File: src/rtl/dense_layer_seq.sv
// Frame sequencer for one fixed-point dense layer: issues NUM_CYC buffer read beats,
// aligns vld_in to the buffer latency, waits for the result and hands it downstream.
// Optional WAIT watchdog: define DENSE_SEQ_TIMEOUT_EN.
module dense_layer_seq #(
    parameter int NUM_CYC = 512,
    parameter int MEM_LAT = 1,
    parameter int TIMEOUT = 64,
    parameter int AW      = (NUM_CYC > 1) ? $clog2(NUM_CYC) : 1
) (
    input  logic          clk,
    input  logic          rst,
    input  logic          start,
    output logic          start_rdy,
    input  logic          src_vld,
    output logic          rd_en,
    output logic [AW-1:0] rd_addr,
    output logic          dl_vld_in,
    output logic          dl_rst,
    input  logic          dl_vld_out,
    output logic          cap_en,
    output logic          res_valid,
    input  logic          res_ready,
    output logic          busy,
    output logic [1:0]    err,
    output logic [15:0]   frames_done
);

    typedef enum logic [2:0] {
        S_IDLE,
        S_ISSUE,
        S_FLUSH,
        S_WAIT,
        S_HOLD
    } state_t;

    // A zero-latency buffer still spends one cycle in FLUSH.
    localparam int FLUSH_CYC = (MEM_LAT > 0) ? MEM_LAT : 1;

    state_t        state;
    state_t        state_nxt;
    logic [AW-1:0] beat;
    logic [2:0]    flush_cnt;
    logic          last_beat;
    logic          flush_done;
    logic          timeout_hit;
    logic          abort;

    assign last_beat  = (beat == AW'(NUM_CYC - 1));
    assign flush_done = (flush_cnt == 3'(FLUSH_CYC - 1));

`ifdef DENSE_SEQ_TIMEOUT_EN
    localparam int TW = $clog2(TIMEOUT + 1);

    logic [TW-1:0] wait_cnt;

    always_ff @(posedge clk) begin
        if (rst || state != S_WAIT) begin
            wait_cnt <= '0;
        end else begin
            wait_cnt <= wait_cnt + 1'b1;
        end
    end

    assign timeout_hit = (state == S_WAIT) && (wait_cnt == TW'(TIMEOUT - 1));
`else
    assign timeout_hit = 1'b0;
`endif

    // NOTE: every output of this block gets a default first, so no path can infer a latch.
    always_comb begin
        state_nxt = state;
        rd_en     = 1'b0;
        cap_en    = 1'b0;
        abort     = 1'b0;
        case (state)
            S_IDLE: begin
                if (start) begin
                    state_nxt = S_ISSUE;
                end
            end
            S_ISSUE: begin
                // NOTE: a read in the reset cycle is discarded, so the strobe is gated by rst.
                rd_en = src_vld && !rst;
                if (rd_en && last_beat) begin
                    state_nxt = S_FLUSH;
                end
            end
            S_FLUSH: begin
                if (flush_done) begin
                    state_nxt = S_WAIT;
                end
            end
            S_WAIT: begin
                if (dl_vld_out) begin
                    cap_en    = !rst;
                    state_nxt = S_HOLD;
                end else if (timeout_hit) begin
                    abort     = 1'b1;
                    state_nxt = S_IDLE;
                end
            end
            S_HOLD: begin
                if (res_ready) begin
                    state_nxt = S_IDLE;
                end
            end
            default: state_nxt = S_IDLE;
        endcase
    end

    // NOTE: all state is updated with non-blocking assignments so every register samples pre-edge values.
    always_ff @(posedge clk) begin
        if (rst) begin
            state       <= S_IDLE;
            beat        <= '0;
            flush_cnt   <= '0;
            err         <= '0;
            frames_done <= '0;
        end else begin
            state <= state_nxt;

            if (state == S_IDLE && start) begin
                beat <= '0;
            end else if (rd_en) begin
                beat <= last_beat ? '0 : beat + 1'b1;
            end

            flush_cnt <= (state == S_FLUSH) ? flush_cnt + 1'b1 : '0;

            if (dl_vld_out && state != S_WAIT) begin
                err[0] <= 1'b1;
            end
            if (abort) begin
                err[1] <= 1'b1;
            end

            if (state == S_HOLD && res_ready) begin
                frames_done <= frames_done + 1'b1;
            end
        end
    end

    generate
        if (MEM_LAT == 0) begin : g_no_lat
            assign dl_vld_in = rd_en;
        end else begin : g_lat
            logic [MEM_LAT-1:0] vld_pipe;

            always_ff @(posedge clk) begin
                if (rst) begin
                    vld_pipe <= '0;
                end else begin
                    vld_pipe[0] <= rd_en;
                    for (int i = 1; i < MEM_LAT; i++) begin
                        vld_pipe[i] <= vld_pipe[i-1];
                    end
                end
            end

            assign dl_vld_in = vld_pipe[MEM_LAT-1];
        end
    endgenerate

    // The layer's own beat counter is cleared on abort so it restarts in step with beat.
    assign dl_rst    = rst | abort;
    assign rd_addr   = beat;
    assign start_rdy = (state == S_IDLE);
    assign busy      = (state != S_IDLE);
    assign res_valid = (state == S_HOLD);

endmodule

File: config.mk
export PLATFORM = sky130hd
export DESIGN_NAME = dense_layer_seq
export DESIGN_NICKNAME = d
export VERILOG_FILES = /design/src/rtl/dense_layer_seq.sv
export SDC_FILE = /design/constraint.sdc
export NUM_CORES = 1
export LEC_CHECK = 0
export CELL_PAD_IN_SITES_DETAIL_PLACEMENT = 2
export CELL_PAD_IN_SITES_GLOBAL_PLACEMENT = 2
export CORE_ASPECT_RATIO = 0.6
export CORE_MARGIN = 2
export CORE_UTILIZATION = 31
export CTS_CLUSTER_SIZE = 30
export DETAILED_ROUTE_END_ITERATION = 16
export GPL_ROUTABILITY_DRIVEN = 0
export PLACE_DENSITY_LB_ADDON = 0.1
export SLEW_MARGIN = 20
export SYNTH_ARGS = -nofsm -noshare
export SYNTH_HDL_FRONTEND = slang
export SYNTH_SLANG_ARGS = --single-unit
File: constraint.sdc
create_clock -name clk -period 2.62 [get_ports clk]
set_input_delay 0.524 -clock clk [delete_from_list [all_inputs] [get_ports clk]]
set_output_delay 0.524 -clock clk [all_outputs]
set_load 0.03 [all_outputs]
==> metrics, run 1 <==
outcome=finished clean; Worst Max-Slew Pin Slew=585.1 ps; total number of H-tree levels=2; crit path DAT=1900 ps; CP startpoint kind=flop; DRC viols=0; #FFs+latches synth=33; ys async rst share=0%; Peak Freq=0.4119 GHz; most common cell after layout, fill and taps aside=clkdlybuf4s50_1; CTS Buffer Depth=2; diode count=0; Hold Violations, Final=0; Post-synth EDFFs=0; setup slack, reg-to-reg=510 ps; Post-Syn Nets=186; fraction of the cycle the final worst path needs=92.67%; vias post-DR=1,402; Syn Area/Cell=9.087 sq um; slew margin rel.=60.46%; die area=0.005738 sq mm; Worst Setup End Kind=output port; Hold Startpoint=flush_cnt[0]; Mapped Cells=175; Synth Area in Simple Gates=28.72%; leakage=0.0007619 uW; Post-CTS Resized=0; initial core utilization=31.77%; Clock transition at path regs=70 ps; Final ANT Viol Nets=0; hold_buf cts=0; CTS tree=yes; leading area contributor after synthesis=dfxtp_1; setup TNS=0 ps; fin. max-slew vios=0; Die Y=59.48 um; Vias/cell=4.972; Cell variety after synth=43; initial DRC count=53; worst hold path depth=1; Die Width=96.47 um; number of global-route vias before repair=1,480; # setup viols final=0; Congestion Overflow GR=0; DRT Wirelength=4.559 mm; CTS root buffer=clkbuf_8; Setup Skew=7.306 ps; largest net degree at the start of global routing=21; I/O pin total=40; total of max-cap violations=0; Post-synth top flop=dfxtp_1; core footprint=0.005005 sq mm; crit-path max FO=11; Row Count=20; cells on worst reg2reg path=4; DRT Pass-1 Iters=4; Crit path required time=2100 ps; Area Overhead vs Synth=32.65%; Area contributors post-synth=dfxtp_1 42%, nor2_1 6.4%, xor2_1 5.5%, ha_1 3.9%, xnor2_1 3.3%; fraction of layout cells with a size suffix above 1=10.65%; worst vdd ir=171.0 uV; wire length per cell=16.17 um; share of synthesized area spent on multiplexers=2.596%; reg2reg end=frames_done[15]; XOR/XNOR Fraction of Synth Area=8.812%; Synth Cell Area=0.001590 sq mm; sequential area share after synthesis=41.54%; main combinational cell family by area after synthesis=simple AND/OR/NAND/NOR gates; post-DP HPWL=3.530 mm; worst-skew pair later-pin latency=280 ps; Cells after DPL=274; Final min period=2428 ps; PwrDens=450.8 mW/mm^2; hold endpoint=flush_cnt[0]; area fraction of the dominant cell type after synthesis=41.54%; final non-filler cell total=282; R2R Path Start=state[2]; CTS Buf Count=5; fillcell total=573; Sink Count=33; port bufs=38; Compound-Gate Fraction of Synth Area=8.497%; first-pass GRT wire length=7.534 mm; initial antenna violation count=0; most frequent cells in the layout=35 x clkdlybuf4s50_1, 33 x dfxtp_1, 27 x nor2_1; RSZ-0062 raised after global routing=false; Setup Fix Bufs, Post-CTS=0; class of the worst hold path=reg2reg; critical path start-end classification=reg2out; all-layer global routing usage=17.35%; final layout net count=226; YS warnings=0; Adder-Cell Fraction of Synth Area=3.934%
-- sequential cells by signal (all words and copies together) (netlist names) --
signal	cells
err	1
rd_addr	9
flush_cnt	3
dl_vld_in	1
frames_done	16
state	3
-- power by group --
part           internal (uW)  total, uW  switching, uW
sequential               505        509           4.76
combinational           28.3       68.3           40.1
clock                    184        373            189
-- worst max-delay path: stages (launching register included) --
cell and delay (ps):
dfxtp_1 430, nor3_1 420, clkdlybuf4s50_1 770
-- synth_stat cells, drive strengths merged (2+ instances only) --
cell    count
and3        3
inv         7
a21oi       9
nor3        3
buf         7
mux2i       3
nand3b      2
nor2       27
nand4       8
nand4b      2
clkbuf      4
or3         2
and4        2
xnor2       6
nand3       6
nand2       7
or4         5
dfxtp      33
ha          5
and2        4
o21ai       3
o31ai       4
xor2       10
-- metal layers --
metal	vias to the layer above	GRT usage [%]	routed length, um
met1	688	22.89	2271
met3	2	4.453	163
li1	688	-	-
met4	0	4.225	21
met2	24	28.67	2101
met5	-	0	0
-- cell type report --
type                       instances  area [sq um]  share of cell area [%]
clock buffer                       6         72.57                   3.440
clock inverter                     2         10.01                  0.4745
inverter                           7         26.28                   1.246
multi-input combinational        124         839.6                   39.80
sequential                        33         660.6                   31.32
tap                               66         82.58                   3.915
timing repair buffer              44         417.9                   19.81
-- stage by stage --
step           utilization, %  instance area, sq um  worst slack, ps  hold WS (ps)  power, uW
2_1_floorplan               -                  1590            419.9         417.3      558.5
3_3_place_gp            40.50                  2027            215.8         425.4      589.1
3_5_place_dp            40.50                  2027            164.2         469.0      589.9
4_1_cts                 42.15                  2110            175.1         478.2      963.2
5_1_grt                 42.15                  2110            55.31         510.7      994.5
6_report                42.15                  2110            192.0         467.1      951.1
-- worst max-delay path by stage --
| stage | startpoint | endpoint | slack [ps] | cells past startpoint |
|---|---|---|---|---|
| detailed placement | res_ready | frames_done[15] | 160 | 5 |
| floorplan | state[1] | busy | 420 | 3 |
| global placement | res_ready | frames_done[15] | 220 | 5 |
| CTS | state[2] | start_rdy | 180 | 2 |
| global route | state[2] | start_rdy | 60 | 2 |
| finish | state[2] | start_rdy | 190 | 2 |
-- cell families (layout without fill, tap and decap cells) --
logic type,count (synthesis),in the layout
multiplexers,4,4
buffers and inverters,18,59
AND/OR/NAND/NOR,77,77
AO/OA/AOI/OAI,21,21
other,1,1
XOR/XNOR,16,16
flip-flops,33,33
adder cells (fa/ha/maj),5,5
(Power assumes the default switching activity.)
==> run 2, diff against run 1 <==
- CTS_CLUSTER_SIZE: 30 -> unset
==> results of run 2 <==
The final DEF is identical to that of run 1; final timing and power are the same.
==> run 3, diff against run 2 <==
- CORE_UTILIZATION: 31 -> 26
- clock period: 2.62 -> 2.1 ns (I/O delays scaled with it)
==> run 3 against run 2 <==
Combinational power is 35% higher. Die area is 18% higher. Critical path depth is 2 higher. Cell count is 8.9% higher. Sequential power is 25% higher. Setup slack worse by 82 ps. Final area is 4.1% higher. Highest routed layer unchanged. Global-route usage is 3.2 points lower. Wire length hardly changed. Non-clock buffer count is 8 higher. Largest power group unchanged.
==> metrics, run 3 (same netlist as run 1, synthesis figures left out) <==
Final ANT Viol Nets=0; setup slack, reg-to-reg=250 ps; outcome=finished clean; first-pass GRT wire length=7.603 mm; fillcell total=687; total number of H-tree levels=2; PwrDens=554.6 mW/mm^2; Most flops, register=frames_done; critical path start-end classification=in2out; port bufs=38; initial core utilization=26.50%; Area Overhead vs Synth=38.08%; DRC viols=0; final layout net count=234; crit path to=rd_en; met2 wire length=2.003 mm; critical path depth=4; worst vdd ir=228.0 uV; Congestion Overflow GR=0; Power, Total=1218 uW; cells on worst reg2reg path=7; post-DP HPWL=3.497 mm; fraction of the cycle the final worst path needs=94.75%; most frequent cells in the layout=33 x dfxtp_1, 32 x clkdlybuf4s50_1, 27 x nor2_1; CP startpoint=src_vld; setup TNS=0 ps; crit path DAT=1570 ps; leakage=0.0008232 uW; RSZ-0062 raised after global routing=false; register area=660.6 sq um; class of the worst hold path=reg2reg; DRT Wirelength=4.560 mm; diode count=0; Top Metal Used=met4; pre-CTS WS=-53.00 ps; fin. max-slew vios=0; CTS Buffer Depth=2; Crit path required time=1680 ps; Met3 Wirelength=154 um; met1 WL=2.382 mm; die area=0.006779 sq mm; initial antenna violation count=0; R2R Path Start=rd_addr[0]; number of global-route vias before repair=1,468; Post-DP Area=0.002110 sq mm; wire length per cell=14.85 um; Clock transition at path regs=60 ps; CTS Buf Count=5; initial DRC count=50; total of max-cap violations=0; I/O pin total=40; CTS root buffer=clkbuf_8; Final Cell Area=0.002196 sq mm; Sink Count=33; Row Count=22; Worst Setup End Kind=output port; DRT Pass-1 Iters=4; hold slack=471.2 ps; reg2reg end=rd_addr[7]; core footprint=0.006001 sq mm; largest net degree at the start of global routing=21; Die Width=105.0 um; Hold Violations, Final=0; worst path buffer plus inverter count=2; Setup Skew=7.171 ps; fraction of layout cells with a size suffix above 1=13.45%; vias post-DR=1,437; worst-skew pair later-pin latency=280 ps; max FFs per register=16; Final min period=1990 ps; all-layer global routing usage=14.15%; crit-path max FO=4; CP peak stage delay=540 ps; Cell Chain, Critical Path=clkdlybuf4s50_1 -> nor4b_4 -> and2_1 -> buf_4; Vias/cell=4.681; CTS tree=yes; Final WS setup=110.2 ps; multi-input logic area=839.6 sq um; hold_buf cts=0; # setup viols final=0; CP delay by family, top=buffers and inverters; most common cell after layout, fill and taps aside=dfxtp_1; Peak Freq=0.5026 GHz; Die Y=64.58 um; Slowest cell on crit path=clkdlybuf4s50_1; CP startpoint kind=primary input
## run 3: cell count changes in the layout (fill, tap and decap cells not counted), sizes merged
cell / delta
clkdlybuf4s50: -3
clkbuf: +1
dlymetal6s2s: +1
dlygate4sd2: +2
buf: +8
clkinv: -2
## run 3: worst min path at each step
stage	from	to	slack, ps	cells after the start
2_1_floorplan	flush_cnt[0]	flush_cnt[0]	420	1
3_5_place_dp	flush_cnt[0]	flush_cnt[0]	470	1
3_3_place_gp	flush_cnt[0]	flush_cnt[0]	430	1
6_report	flush_cnt[0]	flush_cnt[0]	470	1
5_1_grt	flush_cnt[0]	flush_cnt[0]	500	1
4_1_cts	flush_cnt[0]	flush_cnt[0]	470	1
## run 3: timing repair
item	in CTS	in global routing
buffers inserted	0	0
endpoints found under the setup margin	2	1
gates resized for setup	2	1
## run 3: area by class of cell
cell class,instances,area share [%]
Timing Repair Buffer,52,21.77
Multi-Input combinational cell,124,38.23
Tap cell,84,4.786
Sequential cell,33,30.09
Clock buffer,7,3.932
Inverter,7,1.197
## run 3: power by group
| part | switching, uW | internal, uW | total (uW) |
|---|---|---|---|
| Combinational | 54.6 | 37.5 | 92.1 |
| Sequential | 3.99 | 630 | 634 |
| Clock | 232 | 260 | 492 |
## run 3: metal layers
layer  track usage, %  up-vias
met3            3.722        2
met5                0        -
li1                 -      704
met2            21.59       21
met1            20.04      710
met4            3.000        0
## run 3: worst reg2reg max path: cells and delay by family (launching register included)
family / cells / cell delay (ps)
simple gates: 4 / 500
fa+ha+maj: 2 / 440
flops: 1 / 410
compound gates: 1 / 380
## run 3: through the flow
stage | util [%] | cells
finish | 36.59 | 307
global route | 36.59 | 307
CTS | 36.55 | 307
detailed placement | 35.15 | 300
global placement | 35.15 | 300
floorplan | - | 175
